`config.mk`:
```
export PLATFORM = sky130hd
export DESIGN_NAME = adder_pipe
export DESIGN_NICKNAME = d
export VERILOG_FILES = /design/src/rtl/adder_pipe_pkg.sv /design/src/rtl/adder_chunk.sv /design/src/rtl/adder_pipe.sv
export SDC_FILE = /design/constraint.sdc
export NUM_CORES = 1
export LEC_CHECK = 0
export BUFFER_PORTS_ARGS = -buffer_cell sky130_fd_sc_hd__buf_2
export CORE_MARGIN = 4
export CORE_UTILIZATION = 58
export DETAILED_ROUTE_END_ITERATION = 12
export GPL_ROUTABILITY_DRIVEN = 0
export GPL_TIMING_DRIVEN = 0
export PLACE_DENSITY = 0.8
export SLEW_MARGIN = 20
export SYNTH_ARGS = -nofsm -noshare
export SYNTH_HDL_FRONTEND = slang
export SYNTH_HIERARCHICAL = 1
export SYNTH_SLANG_ARGS = --single-unit
```
`constraint.sdc`:
```
create_clock -name clk -period 4.7 [get_ports clk]
set_input_delay 0.94 -clock clk [delete_from_list [all_inputs] [get_ports clk]]
set_output_delay 0.94 -clock clk [all_outputs]
set_load 0.05 [all_outputs]
```
`src/rtl/adder_pipe_pkg.sv`:
```
// Shared constants for the pipelined adder and the datapath that embeds it.
package adder_pipe_pkg;

    localparam int unsigned DEFAULT_WIDTH = 32;
    localparam int unsigned DEFAULT_CHUNK = 8;

    // Number of pipeline stages: one slice of CHUNK bits resolved per stage.
    function automatic int unsigned num_stages(input int unsigned width,
                                               input int unsigned chunk);
        return width / chunk;
    endfunction

endpackage

```
`src/rtl/adder_chunk.sv`:
```
// Combinational CHUNK-bit slice adder; reports the carry into its MSB so the
// top slice can derive signed overflow.
module adder_chunk import adder_pipe_pkg::*; #(
    parameter int unsigned CHUNK = DEFAULT_CHUNK
) (
    input  logic [CHUNK-1:0] a,
    input  logic [CHUNK-1:0] b,
    input  logic             cin,
    output logic [CHUNK-1:0] s,
    output logic             cout,
    output logic             c_msb
);

    logic [CHUNK:0] full;

    // Slice sum with the carry-out kept as the extra top bit
    always_comb begin
        full  = {1'b0, a} + {1'b0, b} + {{CHUNK{1'b0}}, cin};
        s     = full[CHUNK-1:0];
        cout  = full[CHUNK];
        // Carry into the MSB recovered from that bit's sum
        c_msb = full[CHUNK-1] ^ a[CHUNK-1] ^ b[CHUNK-1];
    end

endmodule

```
`src/rtl/adder_pipe.sv`:
```
// Pipelined add/subtract unit: one CHUNK-bit slice per stage with the carry
// registered between stages, valid/ready on both sides, whole-pipe stall.
module adder_pipe import adder_pipe_pkg::*; #(
    parameter int unsigned WIDTH = DEFAULT_WIDTH,
    parameter int unsigned CHUNK = DEFAULT_CHUNK
) (
    input  logic             clk,
    input  logic             reset,
    input  logic             in_valid,
    output logic             in_ready,
    input  logic [WIDTH-1:0] a,
    input  logic [WIDTH-1:0] b,
    input  logic             cin,
    input  logic             sub,
    output logic             out_valid,
    input  logic             out_ready,
    output logic [WIDTH-1:0] sum,
    output logic             cout,
    output logic             ovf,
    output logic             zero
);

    localparam int unsigned S = num_stages(WIDTH, CHUNK);

    if (WIDTH == 0 || (WIDTH % CHUNK) != 0) begin : g_param_check
        $error("adder_pipe: WIDTH must be a positive multiple of CHUNK");
    end

    logic             advance;
    logic             accept;

    // Stage registers; stage S-1 drives the outputs directly
    logic             valid_q [S];
    logic [WIDTH-1:0] a_q     [S];
    logic [WIDTH-1:0] b_q     [S];
    logic [WIDTH-1:0] res_q   [S];
    logic             carry_q [S];
    logic             ovf_q;
    logic             zero_q;

    // Per-stage combinational inputs and results
    logic             st_v     [S];
    logic [WIDTH-1:0] st_a     [S];
    logic [WIDTH-1:0] st_b     [S];
    logic [WIDTH-1:0] st_res   [S];
    logic             st_c     [S];
    logic [WIDTH-1:0] res_nxt  [S];
    logic [CHUNK-1:0] chunk_s  [S];
    logic             chunk_co [S];
    logic             chunk_cm [S];

    // A full output register blocks everything behind it; bubbles are not collapsed
    assign advance  = !out_valid || out_ready;
    assign in_ready = advance && !reset;
    assign accept   = in_valid && in_ready;

    for (genvar k = 0; k < S; k++) begin : g_stage
        if (k == 0) begin : g_first
            // Subtract as a + ~b + !cin
            assign st_v[k]   = accept;
            assign st_a[k]   = a;
            assign st_b[k]   = sub ? ~b : b;
            assign st_c[k]   = cin ^ sub;
            assign st_res[k] = '0;
        end else begin : g_next
            assign st_v[k]   = valid_q[k-1];
            assign st_a[k]   = a_q[k-1];
            assign st_b[k]   = b_q[k-1];
            assign st_c[k]   = carry_q[k-1];
            assign st_res[k] = res_q[k-1];
        end

        adder_chunk #(
            .CHUNK (CHUNK)
        ) u_chunk (
            .a     (st_a[k][k*CHUNK +: CHUNK]),
            .b     (st_b[k][k*CHUNK +: CHUNK]),
            .cin   (st_c[k]),
            .s     (chunk_s[k]),
            .cout  (chunk_co[k]),
            .c_msb (chunk_cm[k])
        );

        // Slices above k are still zero in st_res, so OR merges the new slice
        assign res_nxt[k] = st_res[k] | (WIDTH'(chunk_s[k]) << (k * CHUNK));
    end

    // Whole pipe shifts on advance; data registers load only behind a valid beat
    always_ff @(posedge clk) begin
        if (reset) begin
            for (int k = 0; k < S; k++) begin
                valid_q[k] <= 1'b0;
                a_q[k]     <= '0;
                b_q[k]     <= '0;
                res_q[k]   <= '0;
                carry_q[k] <= 1'b0;
            end
            ovf_q  <= 1'b0;
            zero_q <= 1'b0;
        end else if (advance) begin
            for (int k = 0; k < S; k++) begin
                valid_q[k] <= st_v[k];
                if (st_v[k]) begin
                    a_q[k]     <= st_a[k];
                    b_q[k]     <= st_b[k];
                    res_q[k]   <= res_nxt[k];
                    carry_q[k] <= chunk_co[k];
                end
            end
            if (st_v[S-1]) begin
                ovf_q  <= chunk_cm[S-1] ^ chunk_co[S-1];
                zero_q <= (res_nxt[S-1] == '0);
            end
        end
    end

    assign out_valid = valid_q[S-1];
    assign sum       = res_q[S-1];
    assign cout      = carry_q[S-1];
    assign ovf       = ovf_q;
    assign zero      = zero_q;

endmodule

```
# After elaboration in Yosys (flattened, before gate mapping)
# Memory sizes are Yosys's and may differ from the RTL's.
# Index checks and enable logic that the tools add are counted.
[word_totals]
register_bits = 2
latchBits = 0
ramBits = 392
rom_bits = 0
in_bits = 70
output_inout_bits = 37
wordCells = 92
mem_count = 5
[memory_table]
columns = ["memory", "depth", "width", "read_ports", "rd_ports_with_merged_regs", "wr", "line", "text"]
rows = [
  ["a_q", 4, 32, 3, 0, 4, "adder_pipe.sv:34", "logic [WIDTH-1:0] a_q [S];"],
  ["b_q", 4, 32, 3, 0, 4, "adder_pipe.sv:35", "logic [WIDTH-1:0] b_q [S];"],
  ["res_q", 4, 32, 4, 0, 4, "adder_pipe.sv:36", "logic [WIDTH-1:0] res_q [S];"],
  ["carry_q", 4, 1, 4, 0, 4, "adder_pipe.sv:37", "logic carry_q [S];"],
  ["valid_q", 4, 1, 4, 0, 4, "adder_pipe.sv:33", "logic valid_q [S];"],
]
[classes]
add_sub_neg = 8
n_mul = 0
n_div = 0
order_cmp = 0
n_eq_ne = 0
shift = 0
muxes = 42
n_bitwise = 28
n_reduce_logical = 7
[op_table]
columns = ["cell", "count"]
rows = [
  ["$mux 32", 13],
  ["$add 8x8->9", 4],
  ["$add 9x1->9", 4],
  ["$logic_not 32->1", 1],
  ["$not 32->32", 1],
  ["$or 32x16->32", 1],
  ["$or 32x24->32", 1],
  ["$or 32x32->32", 1],
  ["$mux 1", 29],
  ["$or 1x1->1", 20],
  ["$xor 1x1->1", 4],
  ["$logic_and 1x1->1", 2],
  ["$logic_not 1->1", 2],
  ["$reduce_and 2->1", 1],
  ["$logic_or 1x1->1", 1],
]

# Logic depth before layout (Yosys ltp)
# Gate-level depths: netlist (run 1).
# An unclocked memory read counts as a cell.
[logic_depth]
ltp_word = 10
ltp_mapped = 11
depth_no_buf = 11

# Hierarchy
# Netlist (run 1), hierarchy kept.
[modules_own_cells]
columns = ["mod", "n_inst", "cells_each", "area_each_um2", "seq_area_each_um2"]
rows = [
  ["adder_pipe", 1, 453, 7343.3, 5565.3],
  ["adder_chunk (g_stage[0].u_chunk ...)", 3, 44, 376.6, 0.0],
  ["adder_chunk (g_stage[3].u_chunk)", 1, 46, 352.8, 0.0],
]

# Worst setup path after synthesis (run 1)
# Ideal clock, no wire load.
[synth_timing]
path_kind = "input -> register"
startpoint = "input port out_ready"
endpoint = "memory carry_q[3] (enable)"
setup_time_ns = 0.471
arrival_ns = 3.574
required_ns = 4.229
slack_ns = 0.655
path_stages = 2
n_path_buf = 0
cell_sequence = "and2b_2 > o21ai_0"
[synth_lines]
columns = ["element", "line", "text"]
rows = [
  ["from (decl)", "adder_pipe.sv:16", "input logic out_ready,"],
  ["to (decl)", "adder_pipe.sv:37", ""],
]

==> results of run 1 <==
## state kept, by name (all words and copies together), names as in the netlist
signal and flops:
b_q 48, zero 1, a_q 48, valid_q 4, res_q 80, carry_q 4, ovf 1
## final cells by class
class	instances	share of cell area [%]
buffer	21	1.82
clock buffer	18	4.24
clock inverter	13	1.26
inverter	19	0.704
multi-input combinational	399	29.0
sequential	186	54.9
tap	184	2.27
timing repair buffer	108	5.80
## worst min-delay path by stage
stage                                         start                        end  slack [ps]
after global routing       b_q[0][61]$_SDFFCE_PN0P_   b_q[0][93]$_SDFFCE_PN0P_         530
final                     res_q[0][1]$_SDFFCE_PN0P_  res_q[1][1]$_SDFFCE_PN0P_         510
after CTS                 res_q[0][1]$_SDFFCE_PN0P_  res_q[1][1]$_SDFFCE_PN0P_         520
after floorplan            a_q[0][17]$_SDFFCE_PN0P_   a_q[0][49]$_SDFFCE_PN0P_         500
after global placement             ovf$_SDFFE_PP0N_           ovf$_SDFFE_PP0N_         470
after detailed placement           ovf$_SDFFE_PP0N_           ovf$_SDFFE_PP0N_         480
## metal layers
| layer | vias up | wire (um) |
|---|---|---|
| li1 | 2479 | - |
| met4 | 0 | 272 |
| met1 | 2262 | 5860 |
| met5 | - | 0 |
| met3 | 20 | 901 |
| met2 | 169 | 6710 |
## worst max-delay path, stage by stage
cell and delay, ps:
sky130_fd_sc_hd__buf_2 140, sky130_fd_sc_hd__buf_4 190, sky130_fd_sc_hd__xor2_1 180, sky130_fd_sc_hd__fa_1 470, sky130_fd_sc_hd__fa_1 440, sky130_fd_sc_hd__a21o_1 190
sky130_fd_sc_hd__a21oi_1 340, sky130_fd_sc_hd__o21ai_0 160, sky130_fd_sc_hd__a31o_2 260, sky130_fd_sc_hd__and2_1 130
## where the power goes
| part | switching (mW) | total, mW | internal, mW | leakage, nW |
|---|---|---|---|---|
| clock network | 0.559 | 1.33 | 0.772 | 0.257 |
| registers | 0.0329 | 1.97 | 1.94 | 1.97 |
| logic | 0.290 | 0.483 | 0.193 | 1.89 |
| total | 0.882 | 3.79 | 2.91 | 4.12 |
## metrics by stage
| stage | hold WS, ps | instance area, sq um | util [%] |
|---|---|---|---|
| 2_1_floorplan | 497 | 8730 | - |
| 3_3_place_gp | 467 | 9490 | 64.8 |
| 3_5_place_dp | 476 | 9570 | 65.4 |
| 4_1_cts | 517 | 10100 | 69.2 |
| 5_1_grt | 531 | 10100 | 69.2 |
| 6_report | 513 | 10100 | 69.2 |
==> impl_results.md, run 1 <==
- Final hold viol count: 0
- Global route total overflow: 0
- Gr busiest metal: met2
- Boundary pin count: 107
- Cell row count: 44
- Area grow syn2layout: 16.0%
- Hold-critical path depth: 1
- Arrival time at the worst endpoint: 3450 ps
- Number of buffers added for setup after CTS: 0
- Max transition margin: 53.3%
- Commonest non-fill, non-tap cells in the layout: sky130_fd_sc_hd__edfxtp_1, sky130_fd_sc_hd__and2_1, sky130_fd_sc_hd__buf_2
- CP startpoint kind: input pin
- Detailed Place HPWL: 10400 um
- Number of fillers in the final layout: 994
- Syn. warnings: 6
- Max capacitance violation total: 0
- Initial Utilization: 59.6%
- Pin count of the biggest net entering global routing: 58
- Detailed-routing iteration count for the pre-antenna-repair pass: 4
- Floorplan die height: 131 um
- LEAKAGE: 4.12 nW
- Routed wire length per instance: 14.5 um
- Number of global-route vias before repair: 4859
- Outcome: finished clean
- Class of the most critical setup path: input pin to register
- Most common cell after layout, fill and taps aside: sky130_fd_sc_hd__edfxtp_1
- Number of cells in the design after placement: 917
- Crit path launch: sub
- Clk slew on worst S/H paths: 70 ps
- DRT Wirelength: 13700 um
- Final non-filler cell total: 948
- Area of the die: 17100 sq um
- Met2 GRT Util: 28.3%
- TritonCTS clock tree: built
- Count of routing violations after the opening detailed-route iteration: 293
- Hold_buf cts: 0
- Number of I/O port buffers: 105
- Met3 Track Usage GR: 3.98%
- Classification of the worst-slack hold path: register to register
- Net Count, Synth: 731
- Post-route setup slack: 1440 ps
- Antenna violations before repair: 0
- Average cell area after synthesis: 14.0 sq um
- Buffer type at the clock tree root: sky130_fd_sc_hd__clkbuf_16
- Endpoint of the worst setup timing path: carry_q[0]$_SDFFCE_PN0P_
- Terminus of the critical flop-to-flop path: carry_q[1]$_SDFFCE_PN0P_
- Horizontal die dimension: 131 um
- Total routing resource utilization after global routing: 17.1%
- Wire length of the first global-routing pass: 22600 um
- Post-Synthesis Cell Area: 8730 sq um
- Data required time of the critical path: 4880 ps
- Reg2Reg Setup Slack: 2030 ps
- Critical path peak fanout: 10
- Cell Pwr Density: 374 nW/um^2
- DRC: 0
- Flip-flop and latch area: 5570 sq um
- Highest clock rate: 306 MHz
- Peak supply drop: 0.282 mV
- Layout Skew: 6.99 ps
- Final Max Slew Viols: 0
- Share of cells above drive strength 1: 26.3%
- R2r startpoint: a_q[0][8]$_SDFFCE_PN0P_
- Number of setup violations in the final report: 0
- RSZ-0062 raised after global routing: no
- Crit path capture type: register
- Setup TNS after final layout: 0 ps
- Clock latency on the worst-skew pair: 420 ps
- # clock sinks: 186
- ANT nets after route: 0
- Total design power: 3.79 mW
- Net count reported at finish: 858
- Detail-routed via count per cell: 5.20
- CTS Buffer Depth: 2
- Core footprint: 14600 sq um
- Number of buffers created by CTS: 17
- Post-Place Setup Slack: 1050 ps
- Minimum clock period: 3260 ps
- Multi-input logic area: 2940 sq um
- Share of the clock period used by the worst path: 69.4%
- Worst Reg2Reg Path Length in Cells: 7
- Worst Tran Pin Value: 700 ps
- Grt met1 use: 21.8%
- Vias after detailed routing: 4930
- Number of H-tree levels: 4
- Number of gates resized after CTS: 0
- Inserted Diodes: 0
- Gate count after technology mapping: 625
Note: power is estimated with default switching activity, not from simulation.
==> inputs of run 2 (changes only) <==
CORE_UTILIZATION = 53   (was 58)
PLACE_DENSITY = 0.77   (was 0.8)
clock period = 2.91 ns   (was 4.7 ns; I/O delays follow)
==> impl_results.md, run 2 (synthesis gave the netlist of run 1 again) <==
- DRC: 0 (unchanged)
- Clock latency on the worst-skew pair: 420 ps (about the same)
- Core footprint: 16000 sq um (+9.3%)
- LEAKAGE: 4.12 nW (about the same)
- Pin count of the biggest net entering global routing: 58 (unchanged)
- Most common cell after layout, fill and taps aside: sky130_fd_sc_hd__edfxtp_1
- Worst path depth: 11 (+1)
- Max transition margin: 37.2% (-16 points)
- Critical path peak fanout: 4 (-6)
- Worst Tran Pin Value: 938 ps (+238 ps)
- Number of H-tree levels: 4 (unchanged)
- Hold path endpoint: a_q[0][19]$_SDFFCE_PN0P_
- Chain of cells forming the critical path: fa_1, inv_1, fa_1, nor2b_1, o21ai_1, a21boi_1, nor4_1, nor3_1, nor4_1, nand4_1, o31ai_1
- Number of global-route vias before repair: 4903 (+0.91%)
- Cell area after placement: 9610 sq um (+0.35%)
- Floorplan die height: 136 um (+4.3%)
- ANT nets after route: 0 (unchanged)
- Initial Utilization: 54.6% (-5.1 points)
- Routed wire length per instance: 14.2 um (-1.7%)
- Antenna violations before repair: 0 (unchanged)
- Final cell utilization of the core: 63.5% (-5.7 points)
- Post-layout instance area: 10200 sq um (+0.22%)
- Vias after detailed routing: 4866 (-1.3%)
- Delay-heaviest family, CP: simple AND/OR/NAND/NOR gates
- Global route total overflow: 0 (unchanged)
- Count of routing violations after the opening detailed-route iteration: 299 (+2.0%)
- Max capacitance violation total: 0 (unchanged)
- Highest clock rate: 370 MHz
- Detail-routed via count per cell: 4.98 (-4.3%)
- Start point of the worst min-delay path: a[19]
- Hold-critical path depth: 2 (+1)
- Classification of the worst-slack hold path: input pin to register
- TritonCTS clock tree: built
- Detailed Place HPWL: 10700 um (+3.0%)
- Number of gates resized after CTS: 0 (unchanged)
- Hold_buf cts: 0 (unchanged)
- Cell Pwr Density: 601 nW/um^2 (+61%)
- Inserted Diodes: 0 (unchanged)
- Crit path capture type: register
- Final hold viol count: 0 (unchanged)
- Minimum clock period: 2710 ps
- Terminus of the critical flop-to-flop path: zero$_SDFFE_PP0N_
- RSZ-0062 raised after global routing: no
- Peak supply drop: 0.434 mV (+54%)
- Number of buffers added for setup after CTS: 0 (unchanged)
- Post-route setup slack: 205 ps (-1230 ps)
- Area grow syn2layout: 16.3%
- Boundary pin count: 107 (unchanged)
- Max FFs per register: 80 (unchanged)
- Area of the die: 18600 sq um (+8.8%)
- Wire length of the first global-routing pass: 23500 um (+3.6%)
- Regs by FF count: res_q: 80 flops, a_q: 48 flops, b_q: 48 flops
- Register bank with the most flops: res_q
- Data required time of the critical path: 3250 ps (-1630 ps)
- Clk slew on worst S/H paths: 70 ps (about the same)
- Cell row count: 46 (+4.5%)
- Outcome: finished clean
- Delay of the slowest cell on the worst path: 480 ps (about the same)
- Detailed-routing iteration count for the pre-antenna-repair pass: 5 (+1)
- Post-Place Setup Slack: -156 ps (-1200 ps)
- Number of I/O port buffers: 105 (unchanged)
- Number of buffers created by CTS: 17 (unchanged)
- # clock sinks: 186 (unchanged)
- CTS Buffer Depth: 2 (unchanged)
- Worst Reg2Reg Path Length in Cells: 11 (+4)
- Class of the most critical setup path: register to register
- Arrival time at the worst endpoint: 3040 ps (-410 ps)
- Total routing resource utilization after global routing: 16.2% (-0.81 points)
- Net count reported at finish: 857 (-0.12%)
- Share of the clock period used by the worst path: 93.0%
- Horizontal die dimension: 136 um (+4.3%)
- Final Max Slew Viols: 0 (unchanged)
- Setup TNS after final layout: 0 ps (unchanged)
- Share of cells above drive strength 1: 26.9% (+0.59 points)
- Critical path's slowest cell: sky130_fd_sc_hd__fa_1
- Total design power: 6.10 mW (+61%)
- R2r startpoint: a_q[0][88]$_SDFFCE_PN0P_
- DRT Wirelength: 13900 um (+1.4%)
- Number of setup violations in the final report: 0 (unchanged)
- Buffer type at the clock tree root: sky130_fd_sc_hd__clkbuf_16
- Reg2Reg Setup Slack: 200 ps (-1830 ps)
- WP buf/inv: 1 (-1)
- Layout Skew: 12.2 ps (+5.23 ps)
- Commonest non-fill, non-tap cells in the layout: sky130_fd_sc_hd__edfxtp_1, sky130_fd_sc_hd__and2_1, sky130_fd_sc_hd__buf_2
- CP startpoint kind: register
run 2: changes by cell type in the layout (fill, tap and decap cells not counted), sizes merged:
cell / delta
buf: -1
clkinvlp: -4
inv: +4
bufinv: -1
run 2: worst max path at each step:
stage / start / to
2_1_floorplan: sub / carry_q[0]$_SDFFCE_PN0P_
3_5_place_dp: sub / carry_q[0]$_SDFFCE_PN0P_
6_report: a_q[0][88]$_SDFFCE_PN0P_ / zero$_SDFFE_PP0N_
4_1_cts: a_q[0][88]$_SDFFCE_PN0P_ / zero$_SDFFE_PP0N_
3_3_place_gp: out_ready / a_q[0][30]$_SDFFCE_PN0P_
5_1_grt: a_q[0][88]$_SDFFCE_PN0P_ / zero$_SDFFE_PP0N_
run 2: layer usage:
| metal | global-route usage [%] | wire, um | part of all wire [%] | vias to the layer above |
|---|---|---|---|---|
| li1 | - | - | - | 2481 |
| met1 | 20.3 | 6220 | 45 | 2246 |
| met2 | 27.7 | 6780 | 49 | 125 |
| met3 | 3.89 | 718 | 5.2 | 14 |
| met4 | 5.94 | 203 | 1.5 | 0 |
| met5 | 0 | 0 | 0 | - |
run 2: area by class of cell:
cell class / instances / area (sq um)
inverters: 19 / 71.3
flip-flops and latches: 186 / 5570
clock buffers: 18 / 429
fillers: 1221 / 5850
repair buffers: 107 / 573
plain buffers: 21 / 184
clock inverters: 12 / 116
well taps: 216 / 270
multi-input cells: 399 / 2940
run 2: power by group:
group | switching (mW) | total, mW | internal (mW)
Sequential | 0.0530 | 3.19 | 3.14
Combinational | 0.468 | 0.779 | 0.310
Clock | 0.954 | 2.14 | 1.18
Total | 1.48 | 6.10 | 4.63
run 2: through the flow:
step	instances	hold WS, ps
2_1_floorplan	625	497
3_3_place_gp	946	468
3_5_place_dp	948	483
4_1_cts	978	411
5_1_grt	978	413
6_report	978	432
==> inputs of run 3 (changes only) <==
PLACE_DENSITY = 0.76   (was 0.77)
==> impl_results.md, run 3 (synthesis gave the netlist of run 1 again) <==
- Outcome: finished clean
- Share of the clock period used by the worst path: 93.5% (+0.54 points)
- Final cell utilization of the core: 63.8% (+0.30 points)
- Share of cells above drive strength 1: 27.1% (+0.19 points)
- Cell row count: 46 (unchanged)
- Horizontal die dimension: 136 um (unchanged)
- Peak supply drop: 0.437 mV (+0.63%)
- LEAKAGE: 4.15 nW (+0.58%)
- Max FFs per register: 80 (unchanged)
- Register bank with the most flops: res_q
- Layout Skew: 11.3 ps (-0.882 ps)
- Buffer type at the clock tree root: sky130_fd_sc_hd__clkbuf_16
- Max transition margin: 37.6% (+0.35 points)
- Worst path most repeated cell: sky130_fd_sc_hd__fa_1
- Routed wire length per instance: 14.7 um (+3.0%)
- Critical path peak fanout: 4 (unchanged)
- CP startpoint kind: register
- CTS Buffer Depth: 2 (unchanged)
- Antenna violations before repair: 0 (unchanged)
- Number of gates resized after CTS: 0 (unchanged)
- Critical path's slowest cell: sky130_fd_sc_hd__fa_1
- Arrival time at the worst endpoint: 2900 ps (-140 ps)
- Core footprint: 16000 sq um (unchanged)
- Total routing resource utilization after global routing: 16.6% (+0.31 points)
- Count of routing violations after the opening detailed-route iteration: 308 (+3.0%)
- Detail-routed via count per cell: 5.07 (+2.0%)
- Chain of cells forming the critical path: fa_1, fa_1, a21o_2, a21oi_1, o21ai_0, a31o_2, and2_1
- Wire length of the first global-routing pass: 23800 um (+1.4%)
- Detailed Place HPWL: 10800 um (+1.2%)
- Regs by FF count: res_q: 80 flops, a_q: 48 flops, b_q: 48 flops
- TritonCTS clock tree: built
- Highest clock rate: 368 MHz (-0.58%)
- Clock latency on the worst-skew pair: 430 ps (about the same)
- Number of cells in the design after placement: 948 (unchanged)
- Setup TNS after final layout: 0 ps (unchanged)
- Detailed-routing iteration count for the pre-antenna-repair pass: 4 (-1)
- Commonest non-fill, non-tap cells in the layout: sky130_fd_sc_hd__edfxtp_1, sky130_fd_sc_hd__and2_1, sky130_fd_sc_hd__buf_2
- Post-layout instance area: 10200 sq um (+0.48%)
- Hold_buf cts: 0 (unchanged)
- Cell Pwr Density: 613 nW/um^2 (+1.9%)
- Delay of the slowest cell on the worst path: 530 ps (+50 ps)
- Most common cell after layout, fill and taps aside: sky130_fd_sc_hd__edfxtp_1
- ANT nets after route: 0 (unchanged)
- Cell area after placement: 9620 sq um (about the same)
- Clk slew on worst S/H paths: 70 ps (about the same)
- Number of fillers in the final layout: 1223 (+0.16%)
- Final hold viol count: 0 (unchanged)
- Data required time of the critical path: 3090 ps (-160 ps)
- Floorplan die height: 136 um (unchanged)
- Net count reported at finish: 857 (unchanged)
- Pin count of the biggest net entering global routing: 58 (unchanged)
- Number of setup violations in the final report: 0 (unchanged)
- Area grow syn2layout: 16.8%
- Boundary pin count: 107 (unchanged)
- Number of buffers added for setup after CTS: 0 (unchanged)
- Final non-filler cell total: 980 (+0.20%)
- Vias after detailed routing: 4972 (+2.2%)
- Area of the die: 18600 sq um (unchanged)
- Crit path capture type: register
- Number of H-tree levels: 4 (unchanged)
- DRT Wirelength: 14400 um (+3.2%)
- Minimum clock period: 2720 ps (+15.7 ps)
- Initial Utilization: 54.6% (unchanged)
- Class of the most critical setup path: register to register
- Number of global-route vias before repair: 4963 (+1.2%)
- Max capacitance violation total: 0 (unchanged)
- Number of I/O port buffers: 105 (unchanged)
- Global route total overflow: 0 (unchanged)
- Inserted Diodes: 0 (unchanged)
- Number of buffers created by CTS: 17 (unchanged)
- Classification of the worst-slack hold path: input pin to register
- # clock sinks: 186 (unchanged)
- DRC: 0 (unchanged)
- Worst Tran Pin Value: 933 ps (-5.29 ps)
- RSZ-0062 raised after global routing: no
- Final Max Slew Viols: 0 (unchanged)
- Worst hold slack: 429 ps (-2.51 ps)
[run 3: changes by cell type in the layout (fill, tap and decap cells not counted)]
cell	delta
sky130_fd_sc_hd__clkinv_1	+1
sky130_fd_sc_hd__bufinv_16	+1
sky130_fd_sc_hd__inv_8	+1
sky130_fd_sc_hd__clkbuf_1	-1
sky130_fd_sc_hd__buf_12	-1
sky130_fd_sc_hd__buf_16	+1
[run 3: path summary, 6_finish.rpt]
| kind | from | endpoint | slack (ps) | cells past startpoint |
|---|---|---|---|---|
| worst min-delay path | a[27] | a_q[0][27]$_SDFFCE_PN0P_ | 430 | 2 |
| worst min register to register | ovf$_SDFFE_PP0N_ | ovf$_SDFFE_PP0N_ | 500 | 2 |
| worst max register to register | a_q[0][48]$_SDFFCE_PN0P_ | carry_q[2]$_SDFFCE_PN0P_ | 190 | 7 |
| worst max-delay path | a_q[0][48]$_SDFFCE_PN0P_ | carry_q[2]$_SDFFCE_PN0P_ | 190 | 7 |
[run 3: per-layer routing]
metal,up-vias,track usage (%),part of all wire [%]
li1,2495,-,-
met1,2295,21.5,44
met2,159,27.3,48
met3,23,4.03,5.6
met4,0,5.88,2.0
met5,-,0,0
[run 3: cell type report]
type / instances / area (sq um) / share of cell area [%]
multi-input combinational: 399 / 2940 / 28.9
timing repair buffer: 107 / 581 / 5.69
clock inverter: 15 / 161 / 1.58
inverter: 19 / 71.3 / 0.699
tap: 216 / 270 / 2.65
buffer: 21 / 184 / 1.80
sequential: 186 / 5570 / 54.5
clock buffer: 17 / 425 / 4.17
[run 3: metrics by stage]
stage | worst slack [ps] | total power, mW
2_1_floorplan | 30.6 | 3.81
3_3_place_gp | -381 | 3.99
3_5_place_dp | -169 | 4.04
4_1_cts | 202 | 6.29
5_1_grt | 34.2 | 6.52
6_report | 189 | 6.25
[run 3: critical path: cells and delay by family, from the launching register on]
kind	cells	cell delay (ps)
adder cells (fa/ha/maj)	2	970
flip-flops	1	410
AO/OA/AOI/OAI	4	970
AND/OR/NAND/NOR	1	120
[run 3: report_power, final]
| part | internal, mW | switching, mW |
|---|---|---|
| logic | 0.313 | 0.475 |
| clock network | 1.28 | 0.991 |
| registers | 3.14 | 0.0533 |
